File: config.mk
export PLATFORM = sky130hd
export DESIGN_NAME = i2c_target_engine
export DESIGN_NICKNAME = d
export VERILOG_FILES = /design/src/rtl/i2c_pkg.sv /design/src/rtl/i2c_line_filter.sv /design/src/rtl/i2c_target_engine.sv
export SDC_FILE = /design/constraint.sdc
export NUM_CORES = 1
export LEC_CHECK = 0
export ABC_AREA = 1
export BUFFER_PORTS_ARGS = -buffer_cell sky130_fd_sc_hd__buf_2
export CAP_MARGIN = 15
export CORE_UTILIZATION = 45
export DETAILED_ROUTE_END_ITERATION = 12
export SLEW_MARGIN = 15
export SYNTH_ARGS = -nofsm -noshare
export SYNTH_HDL_FRONTEND = slang
export SYNTH_HIERARCHICAL = 1
export SYNTH_SLANG_ARGS = --single-unit
File: constraint.sdc
create_clock -name clk -period 2.3 [get_ports clk]
set_clock_uncertainty 0.15 [all_clocks]
set_input_delay 0.46 -clock clk [delete_from_list [all_inputs] [get_ports clk]]
set_output_delay 0.46 -clock clk [all_outputs]
set_load 0.01 [all_outputs]
File: src/rtl/i2c_pkg.sv
`timescale 1ns/1ps
`default_nettype none
// ============================================================================
// Module  : i2c_pkg
// Brief   : Shared state encoding and protocol constants for the I2C target.
// Rev     : 1.0  initial release
// ============================================================================
package i2c_pkg;

  typedef enum logic [2:0] {
    ST_IDLE      = 3'd0,
    ST_ADDR      = 3'd1,
    ST_ADDR_ACK  = 3'd2,
    ST_RX_BYTE   = 3'd3,
    ST_RX_ACK    = 3'd4,
    ST_TX_BYTE   = 3'd5,
    ST_TX_ACK    = 3'd6,
    ST_WAIT_STOP = 3'd7
  } i2c_state_t;

  localparam logic I2C_ACK       = 1'b0;
  localparam logic I2C_NACK      = 1'b1;
  localparam int   I2C_BYTE_BITS = 8;

endpackage
`default_nettype wire

File: src/rtl/i2c_line_filter.sv
`timescale 1ns/1ps
`default_nettype none
// ============================================================================
// Module  : i2c_line_filter
// Brief   : Synchroniser chain followed by a consecutive-sample glitch filter.
// Rev     : 1.0  initial release
// ============================================================================
module i2c_line_filter #(
  parameter int SYNC_STAGES = 2,
  parameter int FILTER_LEN  = 3
) (
  input  logic clk,
  input  logic reset,
  input  logic raw_i,
  output logic filt_o
);

  localparam int CNT_W = (FILTER_LEN > 1) ? $clog2(FILTER_LEN) : 1;

  logic [SYNC_STAGES-1:0] sync_q, sync_d;
  logic [CNT_W-1:0]       cnt_q, cnt_d;
  logic                   filt_q, filt_d;
  logic                   samp;

  assign samp = sync_q[SYNC_STAGES-1];

  // The filtered line only follows after FILTER_LEN samples in a row disagree.
  always_comb begin
    sync_d = {sync_q[SYNC_STAGES-2:0], raw_i};
    filt_d = filt_q;
    cnt_d  = '0;
    if (samp != filt_q) begin
      if (cnt_q == CNT_W'(FILTER_LEN - 1)) begin
        filt_d = samp;
      end else begin
        cnt_d = cnt_q + 1'b1;
      end
    end
  end

  always_ff @(posedge clk or posedge reset) begin
    if (reset) begin
      sync_q <= '1;
      cnt_q  <= '0;
      filt_q <= 1'b1;
    end else begin
      sync_q <= sync_d;
      cnt_q  <= cnt_d;
      filt_q <= filt_d;
    end
  end

  assign filt_o = filt_q;

endmodule
`default_nettype wire

File: src/rtl/i2c_target_engine.sv
`timescale 1ns/1ps
`default_nettype none
// ============================================================================
// Module  : i2c_target_engine
// Brief   : I2C target byte engine; I2C_CLK_STRETCH_EN enables SCL stretching
//           on TX underrun instead of sending 8'hFF.
// Rev     : 1.0  initial release
// ============================================================================
module i2c_target_engine
  import i2c_pkg::*;
#(
  parameter logic [6:0] DEV_ADDR    = 7'h3C,
  parameter int         SYNC_STAGES = 2,
  parameter int         FILTER_LEN  = 3
) (
  input  logic       clk,
  input  logic       reset,
  input  logic       scl_i,
  input  logic       sda_i,
  output logic       sda_oe,
  output logic       scl_oe,
  output logic [7:0] rx_data,
  output logic       rx_valid,
  input  logic       rx_nack,
  input  logic [7:0] tx_data,
  input  logic       tx_valid,
  output logic       tx_ready,
  output logic       addressed,
  output logic       rw,
  output logic       start_det,
  output logic       stop_det,
  output logic       tx_underrun
);

`ifdef I2C_CLK_STRETCH_EN
  localparam bit STRETCH_EN = 1'b1;
`else
  localparam bit STRETCH_EN = 1'b0;
`endif

  logic scl_f, sda_f;

  i2c_line_filter #(.SYNC_STAGES(SYNC_STAGES), .FILTER_LEN(FILTER_LEN)) u_scl_filter (
    .clk(clk), .reset(reset), .raw_i(scl_i), .filt_o(scl_f)
  );
  i2c_line_filter #(.SYNC_STAGES(SYNC_STAGES), .FILTER_LEN(FILTER_LEN)) u_sda_filter (
    .clk(clk), .reset(reset), .raw_i(sda_i), .filt_o(sda_f)
  );

  i2c_state_t state_q, state_d;
  logic [3:0] bit_cnt_q, bit_cnt_d;
  logic [7:0] shift_q, shift_d;
  logic [7:0] hold_q, hold_d;
  logic [7:0] rx_data_q, rx_data_d;
  logic       scl_prev_q, sda_prev_q;
  logic       ack_ph_q, ack_ph_d;
  logic       nack_q, nack_d;
  logic       load_pend_q, load_pend_d;
  logic       stretch_q, stretch_d;
  logic       hold_full_q, hold_full_d;
  logic       sda_oe_q, sda_oe_d;
  logic       scl_oe_q, scl_oe_d;
  logic       rx_valid_q, rx_valid_d;
  logic       tx_ready_q, tx_ready_d;
  logic       addressed_q, addressed_d;
  logic       rw_q, rw_d;
  logic       start_det_q, start_det_d;
  logic       stop_det_q, stop_det_d;
  logic       tx_underrun_q, tx_underrun_d;

  logic       scl_rise, scl_fall, bus_start, bus_stop, tx_hs, load_fall;
  logic [7:0] rx_byte, load_src;

  assign scl_rise  = scl_f & ~scl_prev_q;
  assign scl_fall  = ~scl_f & scl_prev_q;
  assign bus_start = scl_f & scl_prev_q & sda_prev_q & ~sda_f;
  assign bus_stop  = scl_f & scl_prev_q & ~sda_prev_q & sda_f;
  assign tx_hs     = tx_valid & tx_ready_q;
  assign rx_byte   = {shift_q[6:0], sda_f};
  // A handshake landing on the load fall bypasses the holding register.
  assign load_src  = tx_hs ? tx_data : hold_q;
  assign load_fall = scl_fall &
                     (((state_q == ST_ADDR_ACK) & ack_ph_q & rw_q) |
                      ((state_q == ST_TX_BYTE) & load_pend_q & ~stretch_q));

  always_comb begin
    state_d       = state_q;
    bit_cnt_d     = bit_cnt_q;
    shift_d       = shift_q;
    ack_ph_d      = ack_ph_q;
    nack_d        = nack_q;
    load_pend_d   = load_pend_q;
    stretch_d     = stretch_q;
    sda_oe_d      = sda_oe_q;
    scl_oe_d      = scl_oe_q;
    rx_data_d     = rx_data_q;
    rx_valid_d    = 1'b0;
    addressed_d   = addressed_q;
    rw_d          = rw_q;
    start_det_d   = 1'b0;
    stop_det_d    = 1'b0;
    tx_underrun_d = 1'b0;
    tx_ready_d    = tx_ready_q;
    hold_d        = hold_q;
    hold_full_d   = hold_full_q;

    if (tx_hs) begin
      hold_d      = tx_data;
      hold_full_d = 1'b1;
      tx_ready_d  = 1'b0;
    end

    if (bus_start || bus_stop) begin
      state_d     = bus_start ? ST_ADDR : ST_IDLE;
      bit_cnt_d   = '0;
      ack_ph_d    = 1'b0;
      load_pend_d = 1'b0;
      stretch_d   = 1'b0;
      sda_oe_d    = 1'b0;
      scl_oe_d    = 1'b0;
      addressed_d = 1'b0;
      tx_ready_d  = 1'b0;
      hold_full_d = 1'b0;
      start_det_d = bus_start;
      stop_det_d  = bus_stop;
    end else begin
      case (state_q)
        ST_ADDR: begin
          if (scl_rise) begin
            shift_d   = rx_byte;
            bit_cnt_d = bit_cnt_q + 1'b1;
            if (bit_cnt_q == 4'(I2C_BYTE_BITS - 1)) begin
              ack_ph_d = 1'b0;
              if (shift_q[6:0] == DEV_ADDR) begin
                rw_d    = sda_f;
                state_d = ST_ADDR_ACK;
              end else begin
                state_d = ST_WAIT_STOP;
              end
            end
          end
        end
        ST_ADDR_ACK: begin
          if (scl_fall) begin
            if (!ack_ph_q) begin
              sda_oe_d    = 1'b1;
              addressed_d = 1'b1;
              ack_ph_d    = 1'b1;
              if (rw_q) tx_ready_d = 1'b1;
            end else if (!rw_q) begin
              sda_oe_d  = 1'b0;
              bit_cnt_d = '0;
              state_d   = ST_RX_BYTE;
            end
          end
        end
        ST_RX_BYTE: begin
          if (scl_rise) begin
            shift_d   = rx_byte;
            bit_cnt_d = bit_cnt_q + 1'b1;
            if (bit_cnt_q == 4'(I2C_BYTE_BITS - 1)) begin
              rx_data_d  = rx_byte;
              rx_valid_d = 1'b1;
              nack_d     = rx_nack;
              ack_ph_d   = 1'b0;
              state_d    = ST_RX_ACK;
            end
          end
        end
        ST_RX_ACK: begin
          if (scl_fall) begin
            if (!ack_ph_q) begin
              sda_oe_d = (nack_q == I2C_ACK);
              ack_ph_d = 1'b1;
            end else begin
              sda_oe_d  = 1'b0;
              bit_cnt_d = '0;
              state_d   = ST_RX_BYTE;
            end
          end
        end
        ST_TX_BYTE: begin
          if (STRETCH_EN && stretch_q) begin
            if (tx_hs) begin
              shift_d     = tx_data;
              sda_oe_d    = ~tx_data[7];
              bit_cnt_d   = '0;
              scl_oe_d    = 1'b0;
              stretch_d   = 1'b0;
              load_pend_d = 1'b0;
              hold_full_d = 1'b0;
              tx_ready_d  = 1'b1;
            end
          end else if (!load_pend_q) begin
            if (scl_rise) begin
              bit_cnt_d = bit_cnt_q + 1'b1;
            end else if (scl_fall) begin
              if (bit_cnt_q == 4'(I2C_BYTE_BITS)) begin
                sda_oe_d = 1'b0;
                state_d  = ST_TX_ACK;
              end else begin
                sda_oe_d = ~shift_q[6];
                shift_d  = {shift_q[6:0], 1'b0};
              end
            end
          end
        end
        ST_TX_ACK: begin
          if (scl_rise) begin
            if (sda_f == I2C_ACK) begin
              load_pend_d = 1'b1;
              state_d     = ST_TX_BYTE;
            end else begin
              sda_oe_d   = 1'b0;
              tx_ready_d = 1'b0;
              state_d    = ST_WAIT_STOP;
            end
          end
        end
        default: ;
      endcase

      if (load_fall) begin
        state_d     = ST_TX_BYTE;
        bit_cnt_d   = '0;
        load_pend_d = 1'b0;
        tx_ready_d  = 1'b1;
        if (tx_hs || hold_full_q) begin
          shift_d     = load_src;
          sda_oe_d    = ~load_src[7];
          hold_full_d = 1'b0;
        end else if (STRETCH_EN) begin
          sda_oe_d    = 1'b0;
          scl_oe_d    = 1'b1;
          stretch_d   = 1'b1;
          load_pend_d = 1'b1;
        end else begin
          shift_d       = 8'hFF;
          sda_oe_d      = 1'b0;
          tx_underrun_d = 1'b1;
        end
      end
    end
  end

  always_ff @(posedge clk or posedge reset) begin
    if (reset) begin
      state_q       <= ST_IDLE;
      bit_cnt_q     <= '0;
      shift_q       <= '0;
      hold_q        <= '0;
      rx_data_q     <= '0;
      scl_prev_q    <= 1'b1;
      sda_prev_q    <= 1'b1;
      ack_ph_q      <= 1'b0;
      nack_q        <= 1'b0;
      load_pend_q   <= 1'b0;
      stretch_q     <= 1'b0;
      hold_full_q   <= 1'b0;
      sda_oe_q      <= 1'b0;
      scl_oe_q      <= 1'b0;
      rx_valid_q    <= 1'b0;
      tx_ready_q    <= 1'b0;
      addressed_q   <= 1'b0;
      rw_q          <= 1'b0;
      start_det_q   <= 1'b0;
      stop_det_q    <= 1'b0;
      tx_underrun_q <= 1'b0;
    end else begin
      state_q       <= state_d;
      bit_cnt_q     <= bit_cnt_d;
      shift_q       <= shift_d;
      hold_q        <= hold_d;
      rx_data_q     <= rx_data_d;
      scl_prev_q    <= scl_f;
      sda_prev_q    <= sda_f;
      ack_ph_q      <= ack_ph_d;
      nack_q        <= nack_d;
      load_pend_q   <= load_pend_d;
      stretch_q     <= stretch_d;
      hold_full_q   <= hold_full_d;
      sda_oe_q      <= sda_oe_d;
      scl_oe_q      <= scl_oe_d;
      rx_valid_q    <= rx_valid_d;
      tx_ready_q    <= tx_ready_d;
      addressed_q   <= addressed_d;
      rw_q          <= rw_d;
      start_det_q   <= start_det_d;
      stop_det_q    <= stop_det_d;
      tx_underrun_q <= tx_underrun_d;
    end
  end

  assign sda_oe      = sda_oe_q;
  assign scl_oe      = STRETCH_EN ? scl_oe_q : 1'b0;
  assign rx_data     = rx_data_q;
  assign rx_valid    = rx_valid_q;
  assign tx_ready    = tx_ready_q;
  assign addressed   = addressed_q;
  assign rw          = rw_q;
  assign start_det   = start_det_q;
  assign stop_det    = stop_det_q;
  assign tx_underrun = tx_underrun_q;

endmodule
`default_nettype wire

# Word level (Yosys, flattened, before mapping)
# Cells that the tools add are included.
[classes] addsub=3 n_eq_ne=39 muxes=94 bitwise=21 n_reduce_logical=24
[op_table] operator="$mux 3" count=17
[op_table] operator="$mux 1" count=49
[op_table] operator="$mux 7" count=7
[op_table] operator="$mux 4" count=9
[op_table] operator="$ne 4x3->1 const B" count=7
[op_table] operator="$ne 4x4->1 const B" count=7
[op_table] operator="$pmux 3 s6" count=1
[op_table] operator="$pmux 4 s4" count=1
[op_table] operator="$ne 3x3->1 const B" count=5
[op_table] operator="$reduce_and 15->1" count=1
[op_table] operator="$pmux 7 s2" count=1
[op_table] operator="$reduce_and 7->1" count=2
[op_table] operator="$and 1x1->1" count=12
[op_table] operator="$ne 3x1->1 const B" count=4
[op_table] operator="$reduce_bool 3->1" count=4
[op_table] operator="$reduce_bool 6->1" count=2
[op_table] operator="$mux 2" count=5
[op_table] operator="$eq 3x3->1 const B" count=3
[op_table] operator="$reduce_and 9->1" count=1
[op_table] operator="$mux 8" count=1
[op_table] operator="$not 1->1" count=8
[op_table] operator="$reduce_and 4->1" count=2
[op_table] operator="$reduce_bool 8->1" count=1
[op_table] operator="$eq 7x6->1 const B" count=1
[op_table] operator="20 further kinds" count=30
[word_totals] regBits=54 inputBits=14 out_inout_bits=17 wordCells=206

# Longest topological paths before layout
# Gate-level depths: netlist (run 1).
[logic_depth] ltp_word=8 ltp_mapped=12

# Modules after synthesis
# Netlist (run 1), hierarchy kept.
[modules_own_cells] module="i2c_target_engine" n_inst=1 cells_each=324 area_per_inst_um2=2376.0
[modules_own_cells] module="i2c_line_filter" n_inst=2 cells_each=22 area_per_inst_um2=193.9

# Worst setup path after synthesis (run 1)
# Ideal clock, no wire load.
[synth_path] path_type="flip-flop to flip-flop" start="register scl_prev_q" end="register bit_cnt_q[2]" setup_ns=0.117 arrival_time_ns=1.462 setup_slack_ns=0.571 stages_incl_launch_ff=11 n_path_buf=1 synth_period_minus_slack_ns=1.729 path_cell_list="dfstp_2 inv_1 nor2_1 nand2_2 buf_6 nand3_1 nand2_1 nor2_1 nand2_1 nand2_1 nand2_1"
[synth_between] elab_chain_len=7
[synth_lines] element="from (decl)" line="i2c_target_engine.sv:55" rtl="logic scl_prev_q, sda_prev_q;"
[synth_lines] element="from (signal assigned)" line="i2c_target_engine.sv:275" rtl="scl_prev_q <= scl_f;"
[synth_lines] element="$not 1->1" line="i2c_target_engine.sv:74" rtl="assign scl_rise = scl_f & ~scl_prev_q;"
[synth_lines] element="$and 1x1->1" line="i2c_target_engine.sv:74"
[synth_lines] element="$mux 4 (2 in a row)"
[synth_lines] element="$pmux 4 s4"
[synth_lines] element="$mux 4" line="i2c_target_engine.sv:223" rtl="if (load_fall) begin"
[synth_lines] element="$mux 4" line="i2c_target_engine.sv:113" rtl="if (bus_start || bus_stop) begin"
[synth_lines] element="to (signal assigned)" line="i2c_target_engine.sv:271" rtl="bit_cnt_q <= bit_cnt_d;"
[synth_lines] element="to (decl)" line="i2c_target_engine.sv:51" rtl="logic [3:0] bit_cnt_q, bit_cnt_d;"
# Several ways; a longest one is shown, not always the timed one. The select of a mux whose other input is x is not followed.
# A chain may end at the register's enable or synchronous reset.

# Final worst setup path (run 1)
[layout_path] start="register state_q[2]" end="register shift_q[4]"
[layout_between] elab_chain_len=7
[layout_lines] element="from (decl)" line="i2c_target_engine.sv:50" rtl="i2c_state_t state_q, state_d;"
[layout_lines] element="from (signal assigned)" line="i2c_target_engine.sv:270" rtl="state_q <= state_d;"
[layout_lines] element="$eq 3x2->1" line="i2c_target_engine.sv:83" rtl="(((state_q == ST_ADDR_ACK) & ack_ph_q & rw_q) |"
[layout_lines] element="$and 1x1->1 (2 in a row)" line="i2c_target_engine.sv:83"
[layout_lines] element="$or 1x1->1" line="i2c_target_engine.sv:83"
[layout_lines] element="$and 1x1->1" line="i2c_target_engine.sv:82" rtl="assign load_fall = scl_fall &"
[layout_lines] element="$ne 3x3->1 (no line) (tied with other cells)"
[layout_lines] element="$reduce_and 7->1 (no line)"
[layout_lines] element="to (signal assigned)" line="i2c_target_engine.sv:272" rtl="shift_q <= shift_d;"
[layout_lines] element="to (decl)" line="i2c_target_engine.sv:52" rtl="logic [7:0] shift_q, shift_d;"
# Several ways; a longest one is shown, not always the timed one.

==> results of run 1 <==
[power by group]
| group | switching [mW] | total (mW) | internal (mW) |
|---|---|---|---|
| sequential | 0.202 | 1.40 | 1.20 |
| clock | 0.327 | 0.546 | 0.218 |
| combinational | 1.26 | 1.87 | 0.612 |
| total | 1.78 | 3.82 | 2.03 |
[area by class of cell]
| class | instances | area share (%) |
|---|---|---|
| multi-input combinational | 257 | 37.6 |
| timing repair buffer | 37 | 6.64 |
| sequential | 54 | 43.5 |
| tap | 75 | 3.00 |
| inverter | 51 | 6.24 |
| clock buffer | 5 | 2.20 |
| clock inverter | 3 | 0.760 |
[cells by family after synthesis]
family          after synthesis
flops                        54
xor+xnor                      2
fa+ha+maj                     2
buf+inv                      57
compound gates               49
simple gates                203
other cells                   1
[final timing paths]
check	endpoint	slack [ns]	cells past startpoint
hold / removal	u_scl_filter/sync_q[0]	0.09	1
min in group asynchronous	u_scl_filter/cnt_q[1]	0.45	3
setup reg to reg	shift_q[4]	0.17	9
hold reg to reg	u_scl_filter/sync_q[1]	0.21	0
setup / recovery	shift_q[4]	0.17	9
max in group asynchronous	tx_ready	0.84	4
[timing repair]
item / CTS / global route
gates resized for setup: 0 / 2
endpoints found under the setup margin: 0 / 7
endpoints found under the hold margin: 4 / 0
buffers inserted: 0 / 1
hold buffers: 1 / 0
[stage by stage]
stage,setup TNS (ns),utilization [%]
final,0,52.8
after floorplan,0,-
after global routing,-0.00292,52.8
after global placement,-0.000179,50.8
after detailed placement,0,50.8
after CTS,0,52.6
[per-layer routing]
metal	vias to the layer above	share of wire, %	track usage [%]	routed length (microns)
met5	-	0	0	0
met4	0	2.2	7.50	138
met3	17	4.9	4.09	314
met2	76	47	36.9	3030
met1	1091	46	26.7	2920
li1	1233	-	-	-
[layout by cell type, fill, tap and decap left out, types with 2 or more instances in the layout]
| cell | synthesis | layout |
|---|---|---|
| sky130_fd_sc_hd__a21oi_1 | 5 | 5 |
| sky130_fd_sc_hd__buf_2 | 3 | 29 |
| sky130_fd_sc_hd__buf_4 | 1 | 7 |
| sky130_fd_sc_hd__clkbuf_8 | 0 | 5 |
| sky130_fd_sc_hd__clkinv_1 | 1 | 2 |
| sky130_fd_sc_hd__clkinvlp_4 | 0 | 3 |
| sky130_fd_sc_hd__dfrtp_1 | 46 | 46 |
| sky130_fd_sc_hd__dfstp_2 | 8 | 8 |
| sky130_fd_sc_hd__ha_1 | 2 | 2 |
| sky130_fd_sc_hd__inv_1 | 45 | 43 |
| sky130_fd_sc_hd__inv_2 | 5 | 5 |
| sky130_fd_sc_hd__nand2_1 | 116 | 116 |
| sky130_fd_sc_hd__nand2_2 | 5 | 5 |
| sky130_fd_sc_hd__nand3_1 | 22 | 22 |
| sky130_fd_sc_hd__nand3b_1 | 2 | 2 |
| sky130_fd_sc_hd__nand4_1 | 7 | 7 |
| sky130_fd_sc_hd__nor2_1 | 37 | 36 |
| sky130_fd_sc_hd__nor2_2 | 4 | 5 |
| sky130_fd_sc_hd__nor3_1 | 6 | 6 |
| sky130_fd_sc_hd__o21ai_0 | 34 | 34 |
| sky130_fd_sc_hd__o21bai_1 | 3 | 3 |
| sky130_fd_sc_hd__or2_2 | 2 | 2 |
[registers in the layout, summed over array words and instances (netlist names), 2 cells and up]
register             count
rx_data                  8
u_scl_filter/sync_q      2
hold_q                   8
u_sda_filter/sync_q      2
u_sda_filter/cnt_q       2
shift_q                  7
state_q                  3
bit_cnt_q                4
u_scl_filter/cnt_q       2
[worst reg2reg max path: cells and delay by family, from the launching register on]
| family | cells | cell delay (ns) |
|---|---|---|
| AOI/OAI and AO/OA | 3 | 0.39 |
| buffers and inverters | 2 | 0.44 |
| DFF | 1 | 0.53 |
| and+or+nand+nor | 4 | 0.48 |
==> results by stage, run 1 <==
Global route:
- The overall fraction of global-route tracks in use is 21.5%.
- The maximum number of pins on one net before global-route repair is 20.
- The number of global-route vias before repair is 2323.
- The initial antenna violation count is 0.
- The global-route wire length before repair is ~11000 microns.
- After global routing the overflow that remains totals 0.

Worst setup path:
- The critical path startpoint category is a flop.
- The launching point of the worst reg2reg path is state_q[2].
- The critical path arrival is about 2.2 ns.
- The signal on the critical path passes through inv_2 -> nand3_1 -> nand2_1 -> nand2_2 -> clkinvlp_4 -> o21ai_0 -> o21ai_0 -> nand2_1 -> o21ai_0.
- The path type of the worst setup path is reg2reg.
- The critical path endpoint category is a flop.
- In this design, the largest share of critical-path delay is due to flip-flops.
- For this run, the slowest stage of the critical path takes roughly 0.53 ns.
- The slowest library cell on the worst path is sky130_fd_sc_hd__dfrtp_1.
- The cell that appears most often on the critical path is sky130_fd_sc_hd__o21ai_0.
- The worst setup path startpoint is state_q[2].
- The number of buffers and inverters on the critical path is 2.
- The largest fanout of any net on the critical path is 14.
- For the worst setup path, the data required time is approximately 2.3 ns.

Final layout:
- 0 antenna diodes ended up in the layout.
- The layout-stage area growth over the synthesis result is 13.1%.
- In the final layout, the multi-input gates occupy approximately 1200 sq um.
- The finished cells cover between 3000 and 4000 sq um.
- In the final layout, the share of cells above drive strength 1 is between 10% and 20%.
- In the final design database the tool counted 422 nets.
- The number of filler cells placed in the layout is around 560.
- The finished layout holds a little under 500 standard cells, fillers aside.
- Registers take about 1400 sq um.

Yosys:
- When the netlist entered floorplanning its net count stood at between 300 and 400.
- In the synthesized netlist, mux cells make up 0% of the area.
- The synthesized netlist devotes a little under a third of its cell area to simple gates.
- The main combinational cell family by area after synthesis is simple AND/OR/NAND/NOR gates.
- The share of the synthesized area in the top cell type is approximately two fifths.
- The mapped cell area is about 2800 sq um.
- The sequential fraction of the synthesis area is approximately 50%.
- Counting flops and latches in the post-synthesis netlist gives 54.
- Among all flip-flop cells after synthesis, the most frequent one is sky130_fd_sc_hd__dfrtp_1.
- The synthesized netlist devotes approximately 9.7% of its cell area to compound gates.
- Counting flops with an async set or reset pin after synthesis yields a share of 100%.
- The most repeated cell in the gate-level netlist after synthesis is sky130_fd_sc_hd__nand2_1.
- The synthesized-area fraction occupied by xor and xnor cells is less than 1%.
- The top cell type by total area after synthesis is sky130_fd_sc_hd__dfrtp_1.
- Ranked by instance count, the synthesized netlist is headed by sky130_fd_sc_hd__nand2_1, sky130_fd_sc_hd__dfrtp_1, sky130_fd_sc_hd__inv_1.
- After synthesis, the netlist uses 34 different library cells.
- The share of synthesized cell area in full adder, half adder and majority cells is less than 1%.
- The post-synthesis cell count is 368.
- Yosys mapped a number of flops with a built-in enable equal to 0.
- The average instance in the mapped netlist occupies roughly 7.5 sq um.
- Ranked by total cell area, the synthesized netlist is headed by sky130_fd_sc_hd__dfrtp_1, sky130_fd_sc_hd__nand2_1, sky130_fd_sc_hd__dfstp_2.
- The total number of yosys warnings is 6.

Run status:
- The run finished with clean final reports.

STA:
- The final count of hold timing violations is 0.
- The worst hold slack is 0.0905 ns.
- The count of final setup violators is 0.
- The worst path needs ~2.1 ns of the cycle, external delays included.
- The number of slew-limit violations in the final report is 0.
- The transition at the pin with the smallest max-transition slack is between 0.5 and 0.6 ns.
- The final critical path takes up between 90 and 100% of the cycle.
- The relative slew slack is 61.2%.
- The upper clock frequency limit is ~470 MHz.
- The final worst slack is 0.172 ns.

Clock network:
- The clock tree synthesis step divided the H-tree into 2 levels.
- The maximum buffer depth of the clock tree is 2.
- The CTS tree is yes.
- The number of clock buffers added by TritonCTS is 5.
- The clock root buffer master is sky130_fd_sc_hd__clkbuf_8.
- The clock latency at the later pin of the worst-skew pair is between 0.3 and 0.4 ns.
- The tree built by TritonCTS fans out to 54 sinks.
- After clock tree synthesis, the clock-pin slew on the worst setup and hold paths is about 0.11 ns.

Routing:
- After detailed routing, the number of vias per cell comes to around 5.
- Once detail routing completed, the nets flagged for antenna violations numbered 0.
- The routed design has between 6000 and 7000 microns of wire.
- For this run, design rule violations remaining after detail routing come to 0.
- Summing over every cut layer, the via total after detailed routing is about 2400.
- The DRC violation total after the first TritonRoute iteration is 89.
- The detailed-router iteration count before antenna repair is 4.
- The routed length per placed instance is 13.3 microns.

Floorplan:
- The floorplan step set the die width to 80.4 microns.
- The starting density of the core is between 40% and 50%.
- The total number of placement rows is 28.
- The vertical die dimension is around 80 microns.
- The region available for standard cell placement spans 5920 sq um.
- The total I/O pin count is 31.
- The die covers about 6500 sq um.

Place:
- The half-perimeter wire length after placement is a little under 5000 microns.
- Counting tap cells, the placed design contains a total of roughly 470 instances.
- The total placed instance area is ~3000 sq um.
- During placement, the flow inserted port buffers numbering 29.
- The post-placement setup slack is between 0.04 and 0.05 ns.
- Routability-driven placement finished with a final weighted congestion of 0.979.

Power and ir drop:
- The power per standard cell area is ~1200 nW/um^2.
- The highest ir drop seen on vdd is 0.509 mV.
- The reported leakage power is between 1.5 and 2 nW.
- The completed layout was analyzed and its total power is 3.82 mW.

Min path:
- The origin of the worst min-delay path is scl_i.
- In this run the worst hold path is classified as in2reg.

Job:
- The tool flagged a number of max-cap violations equal to 0.
No activity file was read; power rests on OpenSTA's default activity.
==> inputs of run 2 (changes only) <==
--- a/config.mk
+++ b/config.mk
@@ -7,8 +7,8 @@
 export LEC_CHECK = 0
 export ABC_AREA = 1
 export BUFFER_PORTS_ARGS = -buffer_cell sky130_fd_sc_hd__buf_2
-export CAP_MARGIN = 15
-export CORE_UTILIZATION = 45
+export CAP_MARGIN = 10
+export CORE_UTILIZATION = 35
 export DETAILED_ROUTE_END_ITERATION = 12
 export SLEW_MARGIN = 15
 export SYNTH_ARGS = -nofsm -noshare
==> results by stage, run 2 (synthesis gave the netlist of run 1 again) <==
Job:
- The number of maximum-capacitance constraint violations is 0.

Floorplan:
- The starting density of the core is between 30% and 40%.
- The die width is approximately 91 microns.
- The total number of placement rows is 32.
- The area inside the core boundary is slightly below 8000 sq um.
- The total I/O pin count is 31.
- Measured along the y axis, the die boundary spans just over 90 microns.
- The floorplan step defined a die boundary enclosing slightly above 8000 sq um.

Routing:
- Wire segments on met2 add up to 3150 microns in the final route.
- The ratio of routed vias to standard cells is around 4.8.
- The wire length on met3 is ~250 microns.
- The final routed DRC violation total is 0.
- The final layout contains routed wiring with a total length of approximately 6400 microns.
- The uppermost layer routed is met4.
- The routed length per placed instance is ~13 microns.
- The detailed-router iteration count before antenna repair is 4.
- The number of nets still failing antenna checks after routing is 0.
- The DRC violation total after the first TritonRoute iteration is about 160.
- The met1 routed wirelength after detailed routing is 2820 microns.
- The overall via count from detail_route is ~2500.

STA:
- The upper clock frequency limit is roughly 480 MHz.
- The final critical path takes up between 90% and 100% of the cycle.
- The number of slew-limit violations in the final report is 0.
- In this run the tightest slew margin relative to its limit is a little over 50%.
- The worst hold slack is 0.0879 ns.
- Setup total negative slack on the finished layout was measured at 0 ns.
- The final count of hold timing violations came to 0.
- Setup repair after global routing left no endpoint under its margin.
- The routed design could run at a clock period as short as approximately 2.1 ns.
- The transition at the pin with the smallest max-transition slack is 0.724 ns.
- The count of final setup violators is 0.

Clock network:
- Once the clock tree was built, the setup fixing pass inserted 0 buffers.
- The root buffer cell chosen for the clock tree is sky130_fd_sc_hd__clkbuf_8.
- The clock transition at the register clock pins on the worst setup and hold paths after CTS is approximately 0.1 ns.
- The number of H-tree levels is 2.
- For the worst-skew pair, the clock arrives at the later sink with an insertion delay of between 0.3 and 0.4 ns.
- TritonCTS created 5 clock buffers.
- The tree built by TritonCTS fans out to 54 sinks.
- The maximum buffer depth of the clock tree is 2.
- TritonCTS built the clock tree.

Final layout:
- Leaving out fill and tap cells, the most frequent cell in the layout is sky130_fd_sc_hd__nand2_1.
- In the final layout, the share of cells above drive strength 1 is 16.8%.
- In the final layout, the multi-input gates occupy ~1200 sq um.
- The area taken by flip-flops and latches is ~1400 sq um.
- The layout-stage area growth over the synthesis result is 14.0%.
- After the last flow step, the layout net total stands at 420.
- The number of diodes is 0.
- The top cell types in the final layout, fill and taps aside, are sky130_fd_sc_hd__nand2_1, sky130_fd_sc_hd__dfrtp_1, sky130_fd_sc_hd__inv_1.
- The number of filler cells placed in the layout is 829.

Worst setup path:
- Along the worst path, the maximum fanout reaches 13.
- The worst setup path is launched from a flop.
- The launching point of the worst reg2reg path is scl_prev_q.
- The worst register-to-register path ends at state_q[2].
- For the worst flop-to-flop path, the logic depth is 8.
- At the worst endpoint, the required time is 2.40 ns.
- The worst setup path is captured at a flop.
- Data arrives at the worst endpoint at ~2.2 ns.
- The setup check on the worst reg-to-reg path leaves a slack of between 0.2 and 0.25 ns.
- The critical path is of the reg2reg type.

Min path:
- Counting instances, the worst hold path has a depth of 1.
- The worst hold path belongs to the class in2reg.
- The worst hold path terminates at u_scl_filter/sync_q[0].
- The origin of the worst min-delay path is scl_i.

Global route:
- For this run, the total global-route usage over all layers was measured as around 16%.
- The initial antenna violation count is 0.
- The maximum number of pins on one net before global-route repair is 28.
- The overflow left after global routing is 0.
- The first global-routing pass estimated around 11000 microns of wire.
- The number of global-route vias before repair came to ~2300.

Power and ir drop:
- Summed over all cells, the static leakage comes to between 1.5 and 2 nW.
- The total chip power is ~3.8 mW.
- The power per standard cell area is 1210 nW/um^2.
- The highest ir drop seen on vdd is 0.438 mV.

Run status:
- The run finished with clean final reports.

Place:
- The final weighted congestion of routability-driven global placement is 0.947.
- The number of I/O port buffers is 29.
- Summed over all nets, the half-perimeter wirelength after detailed placement is just under 5000 microns.
==> run 2: metal layers <==
metal / vias up / global-route usage [%]
met4: 0 / 6.61
met3: 14 / 3.11
li1: 1227 / -
met2: 65 / 27.3
met1: 1152 / 20.0
met5: - / 0
==> run 2: layout make-up <==
| cell class | count | area share (%) |
|---|---|---|
| clock buffer | 6 | 2.30 |
| clock inverter | 2 | 0.477 |
| inverter | 51 | 6.20 |
| multi-input combinational | 257 | 37.3 |
| sequential | 54 | 43.2 |
| tap | 102 | 4.05 |
| timing repair buffer | 35 | 6.51 |
==> run 2: what timing repair did <==
action	CTS	global route
hold endpoints to repair	4	0
hold buffers	1	0
endpoints found under the setup margin	0	6
gates resized for setup	0	1
==> run 2: stage by stage <==
step / utilization (%) / worst slack, ns / instance area, sq um / std cells
floorplan: - / 0.571 / 2760 / 368
global placement: 39.7 / 0.258 / 3050 / 498
detailed placement: 39.7 / 0.193 / 3050 / 498
CTS: 40.9 / 0.163 / 3150 / 507
global route: 41.0 / 0.0170 / 3150 / 507
finish: 41.0 / 0.204 / 3150 / 507
==> run 2: power breakdown <==
| part | internal (mW) | total [mW] | switching (mW) |
|---|---|---|---|
| registers | 1.20 | 1.40 | 0.198 |
| logic | 0.611 | 1.87 | 1.26 |
| clock network | 0.215 | 0.537 | 0.322 |
==> run 2: how the worst max path moves through the flow <==
stage | start | endpoint | slack (ns) | cells after the start
after floorplan | scl_prev_q | bit_cnt_q[2] | 0.57 | 10
after global placement | scl_prev_q | shift_q[5] | 0.26 | 8
after detailed placement | scl_prev_q | shift_q[4] | 0.19 | 8
after CTS | scl_prev_q | shift_q[4] | 0.16 | 8
after global routing | scl_prev_q | state_q[0] | 0.02 | 8
final | scl_prev_q | state_q[2] | 0.20 | 8
==> run 2: worst max-delay path, stage by stage, from the launching register on <==
cell and delay [ns]:
sky130_fd_sc_hd__dfstp_2 0.55, sky130_fd_sc_hd__inv_1 0.07, sky130_fd_sc_hd__nor2_1 0.31, sky130_fd_sc_hd__nand2_2 0.28, sky130_fd_sc_hd__nand3_1 0.19, sky130_fd_sc_hd__nand3_1 0.17, sky130_fd_sc_hd__nor2_2 0.18, sky130_fd_sc_hd__nand2_1 0.08
sky130_fd_sc_hd__nand2_1 0.06
==> inputs of run 3 (changes only) <==
--- a/config.mk
+++ b/config.mk
@@ -8,9 +8,11 @@
 export ABC_AREA = 1
 export BUFFER_PORTS_ARGS = -buffer_cell sky130_fd_sc_hd__buf_2
 export CAP_MARGIN = 10
+export CORE_ASPECT_RATIO = 0.5
 export CORE_UTILIZATION = 35
 export DETAILED_ROUTE_END_ITERATION = 12
-export SLEW_MARGIN = 15
+export MAX_ROUTING_LAYER = met4
+export SLEW_MARGIN = 10
 export SYNTH_ARGS = -nofsm -noshare
 export SYNTH_HDL_FRONTEND = slang
 export SYNTH_HIERARCHICAL = 1
==> results by stage, run 3 (synthesis gave the netlist of run 1 again) <==
Run status:
- The flow ran to the end, and the final reports show no timing, DRC or antenna violations.

Global route:
- The busiest layer in global routing is met2.
- The initial antenna violation count is 0.
- The met3 layer usage reported by global route is around 4.2%.
- The global routing usage on met2 is 24.5%.
- In the global route stage, overall resource usage came out at roughly 17%.
- For this run the aggregate overflow at the end of global routing stands at 0.
- The number of global-route vias before repair is about 2200.
- The global-route met1 utilization is between 20 and 25%.
- The global-route wire length before repair is about 10000 microns.
- The maximum number of pins on one net before global-route repair is 22.

STA:
- The clock period could shrink to just over 2 ns.
- The final worst slack is approximately 0.23 ns.
- The final count of hold timing violations is 0.
- The count of final setup violators is 0.
- The upper clock frequency limit is approximately 480 MHz.
- Summed over all failing endpoints, the final setup total negative slack is 0 ns.
- Setup repair after global routing left no endpoint under its margin.
- The number of slew-limit violations in the final report is 0.
- The final clock period utilization by the worst path is 90.1%.

Floorplan:
- The die is roughly 65 microns tall.
- The starting density of the core is a little under two fifths.
- 31 I/O pins were placed.
- The die footprint is just over 8000 sq um.
- The total number of placement rows is 22.
- In this run the standard cell core region covers ~7500 sq um.
- The die width is around 130 microns.

Power and ir drop:
- The reported net switching power is between 1.5 and 2 mW.
- The highest ir drop seen on vdd is about 0.45 mV.
- The switching portion of total power is ~45%.
- The power per standard cell area is 1250 nW/um^2.
- Sequential cells account for 34.8% of the total power.
- Of the total power, the clock network draws 19.4%.
- Summed over all cells, the static leakage comes to ~1.7 nW.
- The cell internal power dissipation is about 2.2 mW.
- The share of total power dissipated in combinational logic is between 40% and 50%.

Final layout:
- At the end of the flow, the number of nets in the layout was 420.
- The most common cell after layout, fill and taps aside is sky130_fd_sc_hd__nand2_1.
- Leaving out fill and tap cells, the most frequent cells in the layout are sky130_fd_sc_hd__nand2_1, sky130_fd_sc_hd__dfrtp_1, sky130_fd_sc_hd__inv_1.
- The layout-stage area growth over the synthesis result is 16.2%.
- The repair_antennas step left the layout with diodes totalling 0.
- The post-route netlist has between 10% and 20% of its cells at a drive strength greater than 1.

Routing:
- The DRC violation total after the first TritonRoute iteration is about 110.
- The final routed DRC violation total is 0.
- Dividing the detail-routed wire length by the instance count gives between 10 and 15 microns.
- The final layout contains routed wiring with a total length of approximately 6100 microns.
- Dividing the detail-routed via count by the number of cells gives around 4.7.
- The first detailed-routing pass ran for 5 iterations.
- The number of nets still failing antenna checks after routing is 0.
- The overall via count from detail_route is approximately 2400.

Clock network:
- The clock latency at the later pin of the worst-skew pair is 0.30 ns.
- Clock-pin slew was measured on the worst setup and hold paths at ~0.080 ns.
- The clock root buffer master is sky130_fd_sc_hd__clkbuf_16.
- The total clock sinks is between 50 and 60.
- The maximum buffer depth of the clock tree is 2.
- TritonCTS built the clock tree.
- The number of H-tree levels is 2.
- In this run the post-CTS setup repair buffer count came out at 0.
- The number of clock buffers added by TritonCTS is 5.

Worst setup path:
- The launching point of the worst reg2reg path is state_q[2].
- The most common cell type on the critical path is sky130_fd_sc_hd__o21ai_0.
- The largest single stage delay on the critical path is about 0.53 ns.
- The critical path startpoint category is a flop.
- The required time of the critical path is approximately 2.3 ns.
- In this run the worst setup path begins at state_q[2].
- The endpoint identified for the worst register-to-register timing path is shift_q[4].
- The critical path arrival is 2.09 ns.
- The number of cell instances on the worst register-to-register path is 9.
- The setup check on the worst reg-to-reg path leaves a slack of between 0.2 and 0.25 ns.
- Along the worst path, the maximum fanout reaches 14.
- Among all stages on the critical path, the largest delay is contributed by sky130_fd_sc_hd__dfrtp_1.
- The worst setup path is captured at a flop.
- Walking the worst path, the cells encountered are inv_2 -> nand3_1 -> nand2_1 -> nand2_2 -> clkinvlp_4 -> o21ai_0 -> o21ai_0 -> nand2_1 -> o21ai_0.
- The critical path is of the reg2reg type.

Job:
- The number of maximum-capacitance constraint violations is 0.

Place:
- The final weighted congestion of routability-driven global placement is about 0.95.
- The half-perimeter wire length after placement is 4530 microns.
- The number of I/O port buffers is 29.
- At the placement stage, the worst setup path has a slack of 0.137 ns.

Min path:
- The worst hold path depth is 1.
- The endpoint of the worst hold-timing path is u_sda_filter/sync_q[0].
- The origin of the worst min-delay path is sda_i.
- The worst hold path belongs to the class in2reg.
-- run 3: changes by cell type in the layout (fill, tap and decap cells not counted) --
cell | previous run | this run
sky130_fd_sc_hd__clkinv_1 | 2 | 1
sky130_fd_sc_hd__clkbuf_16 | 0 | 5
sky130_fd_sc_hd__clkbuf_8 | 5 | 0
sky130_fd_sc_hd__buf_4 | 4 | 5
sky130_fd_sc_hd__inv_8 | 0 | 1
sky130_fd_sc_hd__clkinv_4 | 0 | 2
sky130_fd_sc_hd__clkbuf_1 | 1 | 0
sky130_fd_sc_hd__inv_2 | 5 | 6
sky130_fd_sc_hd__clkinvlp_4 | 3 | 1
sky130_fd_sc_hd__buf_12 | 1 | 0
-- run 3: power groups by stage --
stage          combinational, mW  clock, mW  sequential, mW
2_1_floorplan               1.41          0            1.36
3_3_place_gp                1.82          0            1.41
3_5_place_dp                1.82          0            1.41
4_1_cts                     1.83      0.806            1.40
5_1_grt                     2.09      0.856            1.44
6_report                    1.85      0.781            1.40
-- run 3: worst max path at each step --
stage,slack [ns],end
final,0.23,shift_q[4]
after global placement,0.19,shift_q[5]
after global routing,0.07,shift_q[4]
after detailed placement,0.14,shift_q[4]
after floorplan,0.57,bit_cnt_q[2]
after CTS,0.10,shift_q[5]
-- run 3: what timing repair did --
item	4_1_cts	5_1_grt
hold buffers	1	0
gates resized for setup	0	1
endpoints found under the hold margin	12	0
setup endpoints to repair	0	4
-- run 3: per-stage QoR --
step	util, %	std cells	power, mW	cell area [sq um]	hold WS, ns
finish	42.9	513	4.03	3210	0.109
floorplan	-	368	2.77	2760	0.0863
detailed placement	40.7	504	3.24	3040	0.198
global placement	40.7	504	3.24	3040	0.196
CTS	42.8	513	4.04	3210	0.101
global route	42.9	513	4.39	3210	0.0955
-- run 3: critical path: cells and delay by family (launching register included) --
kind	cells	cell delay, ns
AOI/OAI and AO/OA	3	0.37
and+or+nand+nor	4	0.46
DFF	1	0.53
buffers and inverters	2	0.43
-- run 3: per-layer routing --
layer | wire [microns] | up-vias
met2 | 2490 | 81
met3 | 340 | 12
met4 | 140 | 0
met1 | 3130 | 1089
li1 | - | 1233
met5 | 0 | -
-- run 3: layout make-up --
| cell class | instances | area, sq um |
|---|---|---|
| fill | 774 | 4280 |
| multi-input combinational | 257 | 1170 |
| clock buffer | 5 | 125 |
| clock inverter | 3 | 28.8 |
| tap | 108 | 135 |
| timing repair buffer | 35 | 193 |
| sequential | 54 | 1360 |
| inverter | 51 | 195 |
